**src/rtl/fetch_prefetch_unit_pkg.sv**
```systemverilog
// Shared fetch-stage definitions: widths,
// opcodes and the halt encoding.
package fetch_prefetch_unit_pkg;

  localparam int WORD_W = 16;
  localparam int ADDR_W = 16;

  localparam logic [15:0] HALT_WORD = 16'h0000;

  typedef enum logic [3:0] {
    OP_JZ   = 4'h0,
    OP_JMP  = 4'h1,
    OP_ADD  = 4'h2,
    OP_SUB  = 4'h3,
    OP_AND  = 4'h4,
    OP_OR   = 4'h5,
    OP_XOR  = 4'h6,
    OP_SHL  = 4'h7,
    OP_SHR  = 4'h8,
    OP_LD   = 4'h9,
    OP_LI   = 4'hA,
    OP_ST   = 4'hB,
    OP_MOV  = 4'hC,
    OP_CMP  = 4'hD,
    OP_MUL  = 4'hE,
    OP_MULF = 4'hF
  } opcode_e;

endpackage

```
**src/rtl/fetch_prefetch_unit_fifo.sv**
```systemverilog
// Prefetch word FIFO: single push, pop of
// 0..2 words, flush, head/head+1 peek.
module fetch_fifo #(
  parameter int DEPTH = 4,
  parameter int W     = 16,
  parameter int CW    = $clog2(DEPTH) + 1
) (
  input  logic          clk,
  input  logic          clr,
  input  logic          flush,
  input  logic          push,
  input  logic [W-1:0]  wdata,
  input  logic [1:0]    pop,
  output logic [CW-1:0] count,
  output logic [W-1:0]  head,
  output logic [W-1:0]  head1
);

  localparam int AW = $clog2(DEPTH);

  logic [W-1:0]  mem [DEPTH];
  logic [AW-1:0] rp;
  logic [AW-1:0] wp;
  logic [CW-1:0] cnt;

  assign count = cnt;
  assign head  = mem[rp];
  assign head1 = mem[rp + AW'(1)];

  // pointer/count update; flush wins over push and pop
  always_ff @(posedge clk or posedge clr) begin
    if (clr) begin
      rp  <= '0;
      wp  <= '0;
      cnt <= '0;
      for (int i = 0; i < DEPTH; i++)
        mem[i] <= '0;
    end else if (flush) begin
      rp  <= '0;
      wp  <= '0;
      cnt <= '0;
    end else begin
      if (push) begin
        mem[wp] <= wdata;
        wp      <= wp + AW'(1);
      end
      rp  <= rp + AW'(pop);
      cnt <= cnt + CW'(push) - CW'(pop);
    end
  end

  // fetch credit keeps a push away from a full buffer
  always_ff @(posedge clk) begin
    assert (clr || flush || !push ||
            cnt != CW'(DEPTH))
      else $error("fetch_fifo overflow");
  end

endmodule

```
**src/rtl/fetch_prefetch_unit.sv**
```systemverilog
// Instruction fetch: imem streaming into the
// prefetch FIFO, LI pairing, redirect, halt.
module fetch_prefetch_unit #(
  parameter int WORD_W = fetch_prefetch_unit_pkg::WORD_W,
  parameter int ADDR_W = fetch_prefetch_unit_pkg::ADDR_W,
  parameter int DEPTH  = 4,
  parameter logic [ADDR_W-1:0] RESET_PC = '0
) (
  input  logic              clk,
  input  logic              clr,
  output logic              imem_req,
  output logic [ADDR_W-1:0] imem_addr,
  input  logic [WORD_W-1:0] imem_rdata,
  output logic              dec_valid,
  input  logic              dec_ready,
  output logic [WORD_W-1:0] dec_instr,
  output logic [WORD_W-1:0] dec_imm,
  output logic [ADDR_W-1:0] dec_pc,
  input  logic              redirect_valid,
  input  logic [ADDR_W-1:0] redirect_pc,
  output logic              halt
);

  import fetch_prefetch_unit_pkg::*;

  localparam int CW = $clog2(DEPTH) + 1;

  logic [ADDR_W-1:0] fetch_pc;
  logic [ADDR_W-1:0] head_pc;
  logic              inflight;
  logic              stopped;
  logic              halt_q;
  logic [CW-1:0]     count;
  logic [WORD_W-1:0] head;
  logic [WORD_W-1:0] head1;
  logic              redir;
  logic              push;
  logic              accept;
  logic              li;
  logic              pair_rdy;
  logic [1:0]        pop;

  fetch_fifo #(
    .DEPTH (DEPTH),
    .W     (WORD_W),
    .CW    (CW)
  ) u_fifo (
    .clk   (clk),
    .clr   (clr),
    .flush (redir),
    .push  (push),
    .wdata (imem_rdata),
    .pop   (pop),
    .count (count),
    .head  (head),
    .head1 (head1)
  );

  assign redir    = redirect_valid & ~halt_q;
  assign imem_req = ~clr & ~stopped & ~halt_q &
                    ~redirect_valid &
                    ((int'(count) + int'(inflight))
                     < DEPTH);
  assign imem_addr = fetch_pc;
  assign push      = inflight & ~redir;

  assign li        = head[WORD_W-1 -: 4] == OP_LI;
  assign pair_rdy  = count >= CW'(2);
  assign dec_valid = ~halt_q &
                     (li ? pair_rdy : count != '0);
  assign dec_instr = (count != '0) ? head : '0;
  assign dec_imm   = (li && pair_rdy) ? head1 : '0;
  assign dec_pc    = head_pc;
  assign halt      = halt_q;

  assign accept = dec_valid & dec_ready & ~redir;
  assign pop    = accept ? (li ? 2'd2 : 2'd1)
                         : 2'd0;

  // fetch/head pointers, return tracking, halt
  always_ff @(posedge clk or posedge clr) begin
    if (clr) begin
      fetch_pc <= RESET_PC;
      head_pc  <= RESET_PC;
      inflight <= 1'b0;
      stopped  <= 1'b0;
      halt_q   <= 1'b0;
    end else if (redir) begin
      fetch_pc <= redirect_pc;
      head_pc  <= redirect_pc;
      inflight <= 1'b0;
      stopped  <= 1'b0;
    end else begin
      if (imem_req)
        fetch_pc <= fetch_pc + ADDR_W'(1);
      inflight <= imem_req;
      head_pc  <= head_pc + ADDR_W'(pop);
      if (push &&
          imem_rdata == WORD_W'(HALT_WORD))
        stopped <= 1'b1;
      if (accept &&
          head == WORD_W'(HALT_WORD))
        halt_q <= 1'b1;
    end
  end

endmodule
```
**config.mk**
```make
export PLATFORM = sky130hd
export DESIGN_NAME = fetch_prefetch_unit
export DESIGN_NICKNAME = d
export VERILOG_FILES = /design/src/rtl/fetch_prefetch_unit_pkg.sv /design/src/rtl/fetch_prefetch_unit_fifo.sv /design/src/rtl/fetch_prefetch_unit.sv
export SDC_FILE = /design/constraint.sdc
export NUM_CORES = 1
export LEC_CHECK = 0
export CAP_MARGIN = 20
export CORE_MARGIN = 2
export CORE_UTILIZATION = 55
export DETAILED_ROUTE_END_ITERATION = 6
export GPL_ROUTABILITY_DRIVEN = 1
export PLACE_DENSITY = 0.82
export SLEW_MARGIN = 20
export SYNTH_ARGS = -nofsm -noshare
export SYNTH_HDL_FRONTEND = slang
export SYNTH_HIERARCHICAL = 1
export SYNTH_SLANG_ARGS = --single-unit
```
**constraint.sdc**
```tcl
create_clock -name clk -period 8.65 [get_ports clk]
set_input_delay 2.1625 -clock clk [delete_from_list [all_inputs] [get_ports clk]]
set_output_delay 2.1625 -clock clk [all_outputs]
set_load 0.02 [all_outputs]
```
==> results_dict.tcl <==
set metrics [dict create \
    netlist_instances 470 \
    hold_class "register to register" \
    grt_overflow 0 \
    power_switching_uw 678 \
    ys.flop_type "dfrtp_1" \
    wl_per_cell_um 20.2 \
    syn_area_mm2 0.00606 \
    rsz0062_at_grt "false" \
    grt_pass1_vias 4340 \
    nNetsFinal 615 \
    drive_above_1_share_pct 22.7 \
    setup_viol 0 \
    route.antenna.remaining_nets 0 \
    ctsHoldBuffers 0 \
    p_per_area_mw_per_mm2 251 \
    worstPathMaxFanout 10 \
    fp.coreArea_mm2 0.0108 \
    clockBufferDepth 2 \
    dieArea_mm2 0.0119 \
    seqPwrFrac_pct 40.7 \
    cts_inserted_buffers 9 \
    synth_edf_count 0 \
    finalSetupTns_ps 0 \
    cts_setup_buffers 0 \
    ir_drop_mv 0.167 \
    area_delta_synth_final_pct 20.6 \
    totalWireLength_um 14300 \
    status "finished clean" \
    synth_cell_type_count 50 \
    vias 4318 \
    yosysSeqAreaShare_pct 43.8 \
    die_w_um 109 \
    cp-start-kind "input port" \
    yosysWarnings 6 \
    num_io_pins 103 \
    viasPerCell 6.09 \
    synthArstFlopShare_pct 100 \
    combPwrFrac_pct 44.2 \
    drv_slew 0 \
    dp_hpwl_um 10300 \
    power_leakage_nw 3.24 \
    worstPathRequired_ps 6490 \
    avgSynthCellArea_um2 12.9 \
    place_congestion 0.853 \
    die_h_um 109 \
    hold_viol_final 0 \
    post-route-period-util_pct 71.1 \
    dr.pass1.iters 4 \
    netSwitchingFraction_pct 36.9 \
    max_cap_viol_count 0 \
    clock_latency_ps 370 \
    grt_pass1_wl_um 23200 \
    slew_headroom_pct 40.7 \
    cts_resized 0 \
    antenna_cells 0 \
    synth_nets 519 \
    route.detailed.drc 0 \
    worst_pin_slew_ps 889 \
    cts.sinks 106 \
    crit_type "input port to output pin" \
    grt_usage_pct 25.9 \
    fmax_mhz 163 \
    initial_utilization_pct 56.1 \
    cts_max_level 3 \
    clk_pin_slew_ps 90 \
    worstSetupEndpointType "output pin" \
    period_needed_ps 6150 \
    drtIter0Drc 254 \
    cts_root_buffer "clkbuf_8" \
    p_int_mw 1.16 \
    synth-seq-cells 106 \
    hold_slack_ps 537 \
    portBuffers 102 \
    num_rows 38 \
    crit_arrival_ps 3990 \
    grt_max_degree 72 \
    power_frac_clock_pct 15.1 \
    antenna_found_initial 0 \
    cts_tree "done" \
    fin_skew_ps 13.1 \
]
flip-flops by register name, summed over array words and instances (netlist names):
register      count
imem_addr        16
u_fifo/count      3
u_fifo/mem       64
stopped           1
inflight          1
u_fifo/rp         2
u_fifo/wp         2
halt              1
dec_pc           16
cell families (layout without fill, tap and decap cells):
| logic type | count (synthesis) | count (layout) | synth area share (%) |
|---|---|---|---|
| adders and majority gates | 13 | 13 | 2.93 |
| DFF | 106 | 106 | 43.8 |
| muxes | 97 | 97 | 26.4 |
| and+or+nand+nor | 152 | 152 | 15.6 |
| AOI/OAI and AO/OA | 48 | 48 | 4.85 |
| buffers and inverters | 39 | 138 | 3.80 |
| xor gates and xnor gates | 15 | 15 | 2.62 |
metal layers:
layer  share of wire, %  track usage (%)
met1                 41             34.0
met2                 52             44.2
met3                5.4             5.20
met4                1.5             6.96
met5                  0                0
worst paths after layout:
path / slack (ps) / to / from / cells after the start
max: 2500 / imem_req / redirect_valid / 5
max in group asynchronous: 5500 / u_fifo/rp[0] / clr / 3
max reg2reg: 4320 / dec_pc[12] / u_fifo/rp[0] / 10
min in group asynchronous: 2230 / inflight / clr / 2
min: 540 / u_fifo/mem[13] / u_fifo/mem[13] / 1
min reg2reg: 540 / u_fifo/mem[13] / u_fifo/mem[13] / 1
critical path: stages:
cell,delay [ps]
clkdlybuf4s50_1,460
nor2_2,320
nand3_2,180
clkinv_1,210
clkdlybuf4s50_1,640
cell type report:
| class | count | area [µm²] |
|---|---|---|
| tap | 140 | 175 |
| clock buffer | 12 | 155 |
| sequential | 106 | 2660 |
| timing repair buffer | 107 | 1060 |
| clock inverter | 2 | 13.8 |
| fill | 791 | 3480 |
| inverter | 17 | 63.8 |
| multi-input combinational | 325 | 3190 |
stage by stage:
| step | instance area (µm²) | power, mW | setup WS, ps | utilization [%] | std cells |
|---|---|---|---|---|---|
| global placement | 7130 | 1.53 | 2560 | 66.1 | 695 |
| finish | 7310 | 1.84 | 2500 | 67.7 | 709 |
| detailed placement | 7130 | 1.56 | 2510 | 66.1 | 695 |
| floorplan | 6060 | 1.25 | 3720 | - | 470 |
| global route | 7310 | 1.93 | 2390 | 67.7 | 709 |
| CTS | 7300 | 1.84 | 2500 | 67.7 | 709 |
cell usage after synthesis (8+ instances only):
library cell / number / area, µm²
nand3_1: 9 / 45.0
a21oi_1: 14 / 70.1
nand4_1: 10 / 62.6
nand2_1: 15 / 56.3
nor2b_1: 19 / 119
clkbuf_1: 8 / 30.0
dfrtp_1: 106 / 2650
a31oi_1: 13 / 81.3
nor4_1: 8 / 50.1
inv_1: 15 / 56.3
buf_6: 9 / 101
mux4_2: 32 / 721
and2_1: 18 / 113
ha_1: 11 / 138
or4_1: 8 / 60.1
nor2_1: 28 / 105
mux2_2: 24 / 270
mux2_4: 40 / 601
layout by cell type (no fill, tap or decap), types with 5 or more instances in the layout:
master,instances
nor2_1,28
nand2_1,15
mux2_2,24
and3_1,7
inv_1,14
clkbuf_8,11
mux4_2,32
dfrtp_1,105
xor2_1,6
ha_1,11
and2_1,18
or4_1,8
nor2b_1,19
or3_1,5
mux2_4,40
nand3_1,9
xnor2_1,7
a21oi_1,14
o21ai_0,7
clkdlybuf4s50_1,102
o31ai_1,6
buf_4,5
nand4_1,10
nor4_1,8
a31oi_1,13
power by group through the flow:
stage | registers (mW) | logic (mW) | clock network [mW]
4_1_cts | 0.743 | 0.814 | 0.282
3_3_place_gp | 0.742 | 0.791 | 0
3_5_place_dp | 0.752 | 0.808 | 0
5_1_grt | 0.768 | 0.866 | 0.301
2_1_floorplan | 0.731 | 0.516 | 0
6_report | 0.748 | 0.811 | 0.277
(Power assumes the default switching activity.)
